File: src/rtl/image_ring_writer_if.sv
// Pixel-stream, slot-control and BRAM-write bundle of the image ring writer.
// The master side is the producer/consumer and the slave side is the writer.
interface image_ring_writer_if #(
  parameter int PIXEL_SIZE     = 8,
  parameter int ADDR_WIDTH     = 11,
  parameter int DATA_WIDTH     = 8,
  parameter int PIXEL_PER_WORD = 1
);
  logic [PIXEL_SIZE-1:0]     pixel;
  logic                      pixel_valid;
  logic                      pixel_ready;
  logic                      flush;
  logic                      slot_release;
  logic [ADDR_WIDTH-1:0]     bram_addr;
  logic [DATA_WIDTH-1:0]     bram_data;
  logic [PIXEL_PER_WORD-1:0] w_enable;
  logic                      image_done;
  logic [2:0]                done_slot;
  logic [3:0]                slots_used;

  modport master (
    output pixel, pixel_valid, flush, slot_release,
    input  pixel_ready, bram_addr, bram_data, w_enable, image_done, done_slot, slots_used
  );

  modport slave (
    input  pixel, pixel_valid, flush, slot_release,
    output pixel_ready, bram_addr, bram_data, w_enable, image_done, done_slot, slots_used
  );
endinterface

File: src/rtl/image_ring_writer.sv
// Packs incoming pixels into BRAM words and writes whole images into a ring
// of image slots. Slots are freed by the consumer; the producer is stalled
// while every slot is occupied.
module image_ring_writer #(
  parameter int                    DATA_WIDTH     = 8,
  parameter int                    ADDR_WIDTH     = 11,
  parameter logic [ADDR_WIDTH-1:0] BASE_ADDR      = '0,
  parameter int                    PIXEL_SIZE     = 8,
  parameter int                    PIXEL_PER_WORD = 1,
  parameter int                    IMAGE_PIXELS   = 784,
  parameter int                    NUM_SLOTS      = 2
) (
  input  logic                clk,
  input  logic                reset_n,
  image_ring_writer_if.slave  bus
);
  localparam int WORDS_PER_IMAGE = (IMAGE_PIXELS + PIXEL_PER_WORD - 1) / PIXEL_PER_WORD;
  localparam int PCW = ($clog2(IMAGE_PIXELS) > 10) ? $clog2(IMAGE_PIXELS) : 10;
  localparam int LW  = (PIXEL_PER_WORD > 1) ? $clog2(PIXEL_PER_WORD) : 1;
  localparam logic [PCW-1:0]        LAST_PIXEL  = PCW'(IMAGE_PIXELS - 1);
  localparam logic [LW-1:0]         LAST_LANE   = LW'(PIXEL_PER_WORD - 1);
  localparam logic [2:0]            LAST_SLOT   = 3'(NUM_SLOTS - 1);
  localparam logic [3:0]            SLOTS_FULL  = 4'(NUM_SLOTS);
  localparam logic [ADDR_WIDTH-1:0] SLOT_STRIDE = ADDR_WIDTH'(WORDS_PER_IMAGE);

  typedef enum logic [1:0] {IDLE, FILL, FULL} state_t;

  state_t                    state_reg, state_next;
  logic [PCW-1:0]            pix_cnt_reg;
  logic [LW-1:0]             lane_cnt_reg;
  logic [2:0]                slot_reg;
  logic [ADDR_WIDTH-1:0]     slot_base_reg;
  logic [ADDR_WIDTH-1:0]     word_addr_reg;
  logic [DATA_WIDTH-1:0]     acc_reg;
  logic [3:0]                slots_used_reg, slots_used_next;
  logic [ADDR_WIDTH-1:0]     bram_addr_reg;
  logic [DATA_WIDTH-1:0]     bram_data_reg;
  logic [PIXEL_PER_WORD-1:0] w_enable_reg;
  logic                      image_done_reg;
  logic [2:0]                done_slot_reg;

  logic                      xfer, last_pixel, word_write, slot_inc, slot_dec;
  logic [DATA_WIDTH-1:0]     word_data;
  logic [PIXEL_PER_WORD-1:0] lane_mask;

  // A flush wins over a simultaneous handshake, so the pixel is dropped.
  assign xfer       = bus.pixel_valid && bus.pixel_ready && !bus.flush;
  assign last_pixel = (pix_cnt_reg == LAST_PIXEL);
  assign word_write = xfer && ((lane_cnt_reg == LAST_LANE) || last_pixel);
  assign slot_inc   = xfer && last_pixel;
  assign slot_dec   = bus.slot_release && (slots_used_reg != 4'd0);

  // Current pixel goes into its lane; lanes above it stay 0 because the
  // accumulator is cleared after every word and on flush.
  generate
    for (genvar gi = 0; gi < PIXEL_PER_WORD; gi++) begin : g_lane
      assign word_data[gi*PIXEL_SIZE +: PIXEL_SIZE] =
        (lane_cnt_reg == LW'(gi)) ? bus.pixel : acc_reg[gi*PIXEL_SIZE +: PIXEL_SIZE];
      assign lane_mask[gi] = (LW'(gi) <= lane_cnt_reg);
    end
  endgenerate

  // Occupied-slot count: completion and release in the same cycle cancel.
  always_comb begin
    slots_used_next = slots_used_reg;
    if (slot_inc && !slot_dec) begin
      slots_used_next = slots_used_reg + 4'd1;
    end else if (!slot_inc && slot_dec) begin
      slots_used_next = slots_used_reg - 4'd1;
    end
  end

  // Next state follows the slot count it will see in the coming cycle.
  always_comb begin
    state_next = state_reg;
    case (state_reg)
      IDLE:    state_next = FILL;
      FILL:    if (slots_used_next == SLOTS_FULL) state_next = FULL;
      FULL:    if (slots_used_next != SLOTS_FULL) state_next = FILL;
      default: state_next = IDLE;
    endcase
  end

  // State and slot-count registers.
  always_ff @(posedge clk or negedge reset_n) begin
    if (!reset_n) begin
      state_reg      <= IDLE;
      slots_used_reg <= 4'd0;
    end else begin
      state_reg      <= state_next;
      slots_used_reg <= slots_used_next;
    end
  end

  // Pixel packing, address generation and the registered BRAM write port.
  always_ff @(posedge clk or negedge reset_n) begin
    if (!reset_n) begin
      pix_cnt_reg    <= '0;
      lane_cnt_reg   <= '0;
      slot_reg       <= 3'd0;
      slot_base_reg  <= BASE_ADDR;
      word_addr_reg  <= BASE_ADDR;
      acc_reg        <= '0;
      bram_addr_reg  <= BASE_ADDR;
      bram_data_reg  <= '0;
      w_enable_reg   <= '0;
      image_done_reg <= 1'b0;
      done_slot_reg  <= 3'd0;
    end else begin
      w_enable_reg   <= '0;
      image_done_reg <= 1'b0;
      if (bus.flush) begin
        pix_cnt_reg   <= '0;
        lane_cnt_reg  <= '0;
        acc_reg       <= '0;
        word_addr_reg <= slot_base_reg;
      end else if (xfer) begin
        pix_cnt_reg <= last_pixel ? '0 : pix_cnt_reg + PCW'(1);
        if (word_write) begin
          lane_cnt_reg  <= '0;
          acc_reg       <= '0;
          bram_addr_reg <= word_addr_reg;
          bram_data_reg <= word_data;
          w_enable_reg  <= lane_mask;
          word_addr_reg <= word_addr_reg + ADDR_WIDTH'(1);
        end else begin
          lane_cnt_reg <= lane_cnt_reg + LW'(1);
          acc_reg      <= word_data;
        end
        // Image complete: report it and move to word 0 of the next slot.
        if (last_pixel) begin
          image_done_reg <= 1'b1;
          done_slot_reg  <= slot_reg;
          if (slot_reg == LAST_SLOT) begin
            slot_reg      <= 3'd0;
            slot_base_reg <= BASE_ADDR;
            word_addr_reg <= BASE_ADDR;
          end else begin
            slot_reg      <= slot_reg + 3'd1;
            slot_base_reg <= slot_base_reg + SLOT_STRIDE;
            word_addr_reg <= slot_base_reg + SLOT_STRIDE;
          end
        end
      end
    end
  end

  assign bus.pixel_ready = (state_reg == FILL);
  assign bus.bram_addr   = bram_addr_reg;
  assign bus.bram_data   = bram_data_reg;
  assign bus.w_enable    = w_enable_reg;
  assign bus.image_done  = image_done_reg;
  assign bus.done_slot   = done_slot_reg;
  assign bus.slots_used  = slots_used_reg;
endmodule

File: src/flat_wrapper.sv
// flat-port wrapper written by rule: the top's interface ports become plain ports
module image_ring_writer_flat 
#(
  parameter int                    DATA_WIDTH     = 8,
  parameter int                    ADDR_WIDTH     = 11,
  parameter logic [ADDR_WIDTH-1:0] BASE_ADDR      = '0,
  parameter int                    PIXEL_SIZE     = 8,
  parameter int                    PIXEL_PER_WORD = 1,
  parameter int                    IMAGE_PIXELS   = 784,
  parameter int                    NUM_SLOTS      = 2
)
  (clk, reset_n, bus_pixel, bus_pixel_valid, bus_flush, bus_slot_release, bus_pixel_ready, bus_bram_addr, bus_bram_data, bus_w_enable, bus_image_done, bus_done_slot, bus_slots_used);
  image_ring_writer_if #(.PIXEL_SIZE(PIXEL_SIZE), .ADDR_WIDTH(ADDR_WIDTH), .DATA_WIDTH(DATA_WIDTH), .PIXEL_PER_WORD(PIXEL_PER_WORD)) bus_i ();
  input  logic clk;
  input  logic reset_n;
  input wire logic [$bits(bus_i.pixel)-1:0] bus_pixel;
  input wire logic [$bits(bus_i.pixel_valid)-1:0] bus_pixel_valid;
  input wire logic [$bits(bus_i.flush)-1:0] bus_flush;
  input wire logic [$bits(bus_i.slot_release)-1:0] bus_slot_release;
  output wire logic [$bits(bus_i.pixel_ready)-1:0] bus_pixel_ready;
  output wire logic [$bits(bus_i.bram_addr)-1:0] bus_bram_addr;
  output wire logic [$bits(bus_i.bram_data)-1:0] bus_bram_data;
  output wire logic [$bits(bus_i.w_enable)-1:0] bus_w_enable;
  output wire logic [$bits(bus_i.image_done)-1:0] bus_image_done;
  output wire logic [$bits(bus_i.done_slot)-1:0] bus_done_slot;
  output wire logic [$bits(bus_i.slots_used)-1:0] bus_slots_used;
  assign bus_i.pixel = bus_pixel;
  assign bus_i.pixel_valid = bus_pixel_valid;
  assign bus_i.flush = bus_flush;
  assign bus_i.slot_release = bus_slot_release;
  assign bus_pixel_ready = bus_i.pixel_ready;
  assign bus_bram_addr = bus_i.bram_addr;
  assign bus_bram_data = bus_i.bram_data;
  assign bus_w_enable = bus_i.w_enable;
  assign bus_image_done = bus_i.image_done;
  assign bus_done_slot = bus_i.done_slot;
  assign bus_slots_used = bus_i.slots_used;
  image_ring_writer #(.DATA_WIDTH(DATA_WIDTH), .ADDR_WIDTH(ADDR_WIDTH), .BASE_ADDR(BASE_ADDR), .PIXEL_SIZE(PIXEL_SIZE), .PIXEL_PER_WORD(PIXEL_PER_WORD), .IMAGE_PIXELS(IMAGE_PIXELS), .NUM_SLOTS(NUM_SLOTS)) u_core (.clk(clk), .reset_n(reset_n), .bus(bus_i));
endmodule
File: config.mk
export PLATFORM = sky130hd
export DESIGN_NAME = image_ring_writer_flat
export DESIGN_NICKNAME = d
export VERILOG_FILES = /design/src/rtl/image_ring_writer_if.sv /design/src/rtl/image_ring_writer.sv /design/src/flat_wrapper.sv
export SDC_FILE = /design/constraint.sdc
export NUM_CORES = 1
export LEC_CHECK = 0
export ABC_AREA = 1
export ABC_CLOCK_PERIOD_IN_PS = 1900
export CAP_MARGIN = 20
export CORE_MARGIN = 2
export CORE_UTILIZATION = 50
export CTS_BUF_LIST = sky130_fd_sc_hd__clkbuf_16
export DETAILED_ROUTE_END_ITERATION = 8
export PLACE_DENSITY = 0.83
export SLEW_MARGIN = 30
export SYNTH_ARGS = -nofsm -noshare
export SYNTH_HDL_FRONTEND = slang
export SYNTH_SLANG_ARGS = --single-unit
File: constraint.sdc
create_clock -name clk -period 1.9 [get_ports clk]
set_input_delay 0.38 -clock clk [delete_from_list [all_inputs] [get_ports clk]]
set_output_delay 0.38 -clock clk [all_outputs]
set_load 0.005 [all_outputs]
==> flow_metrics.env <==
export IMPL_p_per_area_nw_per_um2=1070
export IMPL_placement_setup_worst_slack_ps=-91.6
export IMPL_grt_overflow=0
export IMPL_syn_cell_area_um2=3810
export IMPL_dr_pass1_iters=5
export IMPL_gp_congestion=0.907
export IMPL_maxSlewHeadroom=0.690
export IMPL_place_hpwl_um=6110
export IMPL_start_kind="flip-flop"
export IMPL_fp_dieH_um=91.3
export IMPL_synth_cell_types=40
export IMPL_first_global_vias=3300
export IMPL_drtAntennaViolNets=0
export IMPL_rsz0062_at_grt="yes"
export IMPL_drive_above_1_share=0.156
export IMPL_start_util=0.520
export IMPL_drc=0
export IMPL_n_fill_cell=589
export IMPL_wire_per_inst_um=14.0
export IMPL_wl_um=8710
export IMPL_r2r_slack_ps=80
export IMPL_swShare=0.312
export IMPL_placed_cells=606
export IMPL_maxCapViolations=0
export IMPL_clockBufferDepth=2
export IMPL_setup_violations=0
export IMPL_async_reset_ff_frac=1.00
export IMPL_clk_pin_slew_ps=60
export IMPL_ys_warn_count=0
export IMPL_coreArea_um2=7330
export IMPL_hold_viol_final=0
export IMPL_crit_chain="ha_2 -> nand2_2 -> nor2_4 -> nand4_4 -> nand2_2 -> nor2_1 -> inv_1 -> o22ai_1"
export IMPL_p_leak_uw=0.00224
export IMPL_first_iter_violations=287
export IMPL_grt_max_degree=75
export IMPL_synth_top_area_share=0.486
export IMPL_cts_tree="built"
export IMPL_synthTopCellsByCount="nand2_1, dfrtp_1, inv_1"
export IMPL_detail_route_vias_per_cell=5.44
export IMPL_fmax_mhz=551
export IMPL_cpMostUsedCell="nand2_2"
export IMPL_synth_edff_count=0
export IMPL_reg2regPathDepth=8
export IMPL_grt_usage=0.227
export IMPL_synth_top_area_cell="dfrtp_1"
export IMPL_setup_ws_ps=84.5
export IMPL_cp_required_ps=2100
export IMPL_status="completed"
export IMPL_yosysMostFrequentCell="nand2_1"
export IMPL_critical_path_class="reg -> reg"
export IMPL_final_nets=537
export IMPL_skew_ps=9.72
export IMPL_port_buffers=41
export IMPL_arrival_ps=2020
export IMPL_num_antenna_cells=0
export IMPL_die_area_um2=8340
export IMPL_synthTopCellsByArea="dfrtp_1, nand2_1, nand3_1"
export IMPL_final_cell_area_um2=4780
export IMPL_seqPwrFrac=0.409
export IMPL_vdd_ir_drop_max_uv=566
export IMPL_stdcell_count=623
export IMPL_critical_path_max_fanout=7
export IMPL_path_depth=8
export IMPL_power_frac_comb=0.298
export IMPL_path_buf_inv=1
export IMPL_syn_area_per_cell_um2=8.36
export IMPL_clkLatencyLatePin_ps=340
export IMPL_cts_buffers=9
export IMPL_synth_nets=474
export IMPL_p_int_uw=3530
export IMPL_switchingPower_uw=1600
export IMPL_area_growth_pct=25.3
export IMPL_ys_ff_latch=74
export IMPL_die_w_um=91.3
export IMPL_hp_class="in -> async"
export IMPL_cpPeakStageDelay_ps=380
export IMPL_hold_slack_ps=62.3
export IMPL_crit_family="simple AND/OR/NAND/NOR gates"
export IMPL_placed_area_um2=4460
export IMPL_syn_inst=456
export IMPL_synth_main_ff_cell="dfrtp_1"
export IMPL_htreeDepth=3
export IMPL_finalCriticalPeriod_ps=1820
export IMPL_ys_seq_area_frac=0.486
export IMPL_fin_util=0.652
export IMPL_crit_path_top_delay_cell="dfrtp_1"
export IMPL_p_clk_frac=0.293
export IMPL_antenna_found_initial=0
export IMPL_ios=42
export IMPL_min_period_over_period=0.956
export IMPL_vias=3391
export IMPL_slew_viol_final=0
export IMPL_clock_sinks=74
export IMPL_tightest_slew_ps=465
export IMPL_grt_pass1_wl_um=15000
export IMPL_clockRootBuffer="clkbuf_16"
export IMPL_cp_end_kind="flip-flop"
export IMPL_fp_row_count=31
[logic make-up after synthesis]
logic type	Yosys count	share of synthesized area
adders and majority gates	5	0.0164
buffers and inverters	56	0.0617
DFF	74	0.486
AOI/OAI and AO/OA	82	0.122
and+or+nand+nor	226	0.284
xor gates and xnor gates	13	0.0299
[repair_timing]
action | 4_1_cts | 5_1_grt
hold endpoints to repair | 0 | 0
endpoints found under the setup margin | 0 | 9
buffers inserted | 0 | 1
gates resized for setup | 0 | 11
hold buffers | 0 | 0
[layer usage]
metal,track usage,share of wire,up-vias
li1,-,-,1627
met1,0.305,0.42,1572
met2,0.338,0.46,152
met3,0.0598,0.078,40
met4,0.117,0.034,0
met5,0,0,-
[power by group through the flow]
stage	combinational, µW	clock (µW)	sequential [µW]
after floorplan	772	0	2100
after global placement	1470	0	2110
after detailed placement	1510	0	2120
after CTS	1530	1520	2100
after global routing	1700	1590	2150
final	1530	1500	2100
[worst paths after layout]
path / startpoint / to
max: u_core.pix_cnt_reg[1]$_DFFE_PN0P_ / u_core.pix_cnt_reg[8]$_DFFE_PN0P_
min: reset_n / u_core.bus.done_slot[0]$_DFFE_PN0P_
max reg2reg: u_core.pix_cnt_reg[1]$_DFFE_PN0P_ / u_core.pix_cnt_reg[8]$_DFFE_PN0P_
min reg2reg: u_core.slot_base_reg[2]$_DFFE_PN0P_ / u_core.slot_base_reg[2]$_DFFE_PN0P_
max in group asynchronous: reset_n / u_core.pix_cnt_reg[5]$_DFFE_PN0P_
min in group clk: u_core.slot_base_reg[2]$_DFFE_PN0P_ / u_core.slot_base_reg[2]$_DFFE_PN0P_
[cells in the final DEF, fill, tap and decap left out, drive strengths merged]
cell type        n
nand2          131
dfrtp           74
inv             44
nor2            42
clkdlybuf4s50   40
o21ai           36
nand3           32
buf             23
a21oi           22
xor2            11
a31oi           11
clkbuf           9
o22ai            7
nor3             7
nand4            7
clkinv           6
ha               5
or2              4
xnor2            2
nand3b           2
o211ai           2
o31ai            2
clkinvlp         2
and2             1
a22oi            1
a32o             1
[stage by stage]
stage	TNS, ps	total power (µW)
after global routing	-54.9	5430
after detailed placement	-255	3640
after global placement	-84.5	3580
final	0	5130
after floorplan	0	2870
after CTS	0	5150
[cell type report]
class,instances,area (µm²),share of cell area
sequential,74,1850,0.388
inverter,45,169,0.0353
clock buffer,9,225,0.0471
clock inverter,7,37.5,0.00785
timing repair buffer,63,596,0.125
tap,99,124,0.0259
multi-input combinational,326,1780,0.371
Note: power is estimated with default switching activity, not from simulation.
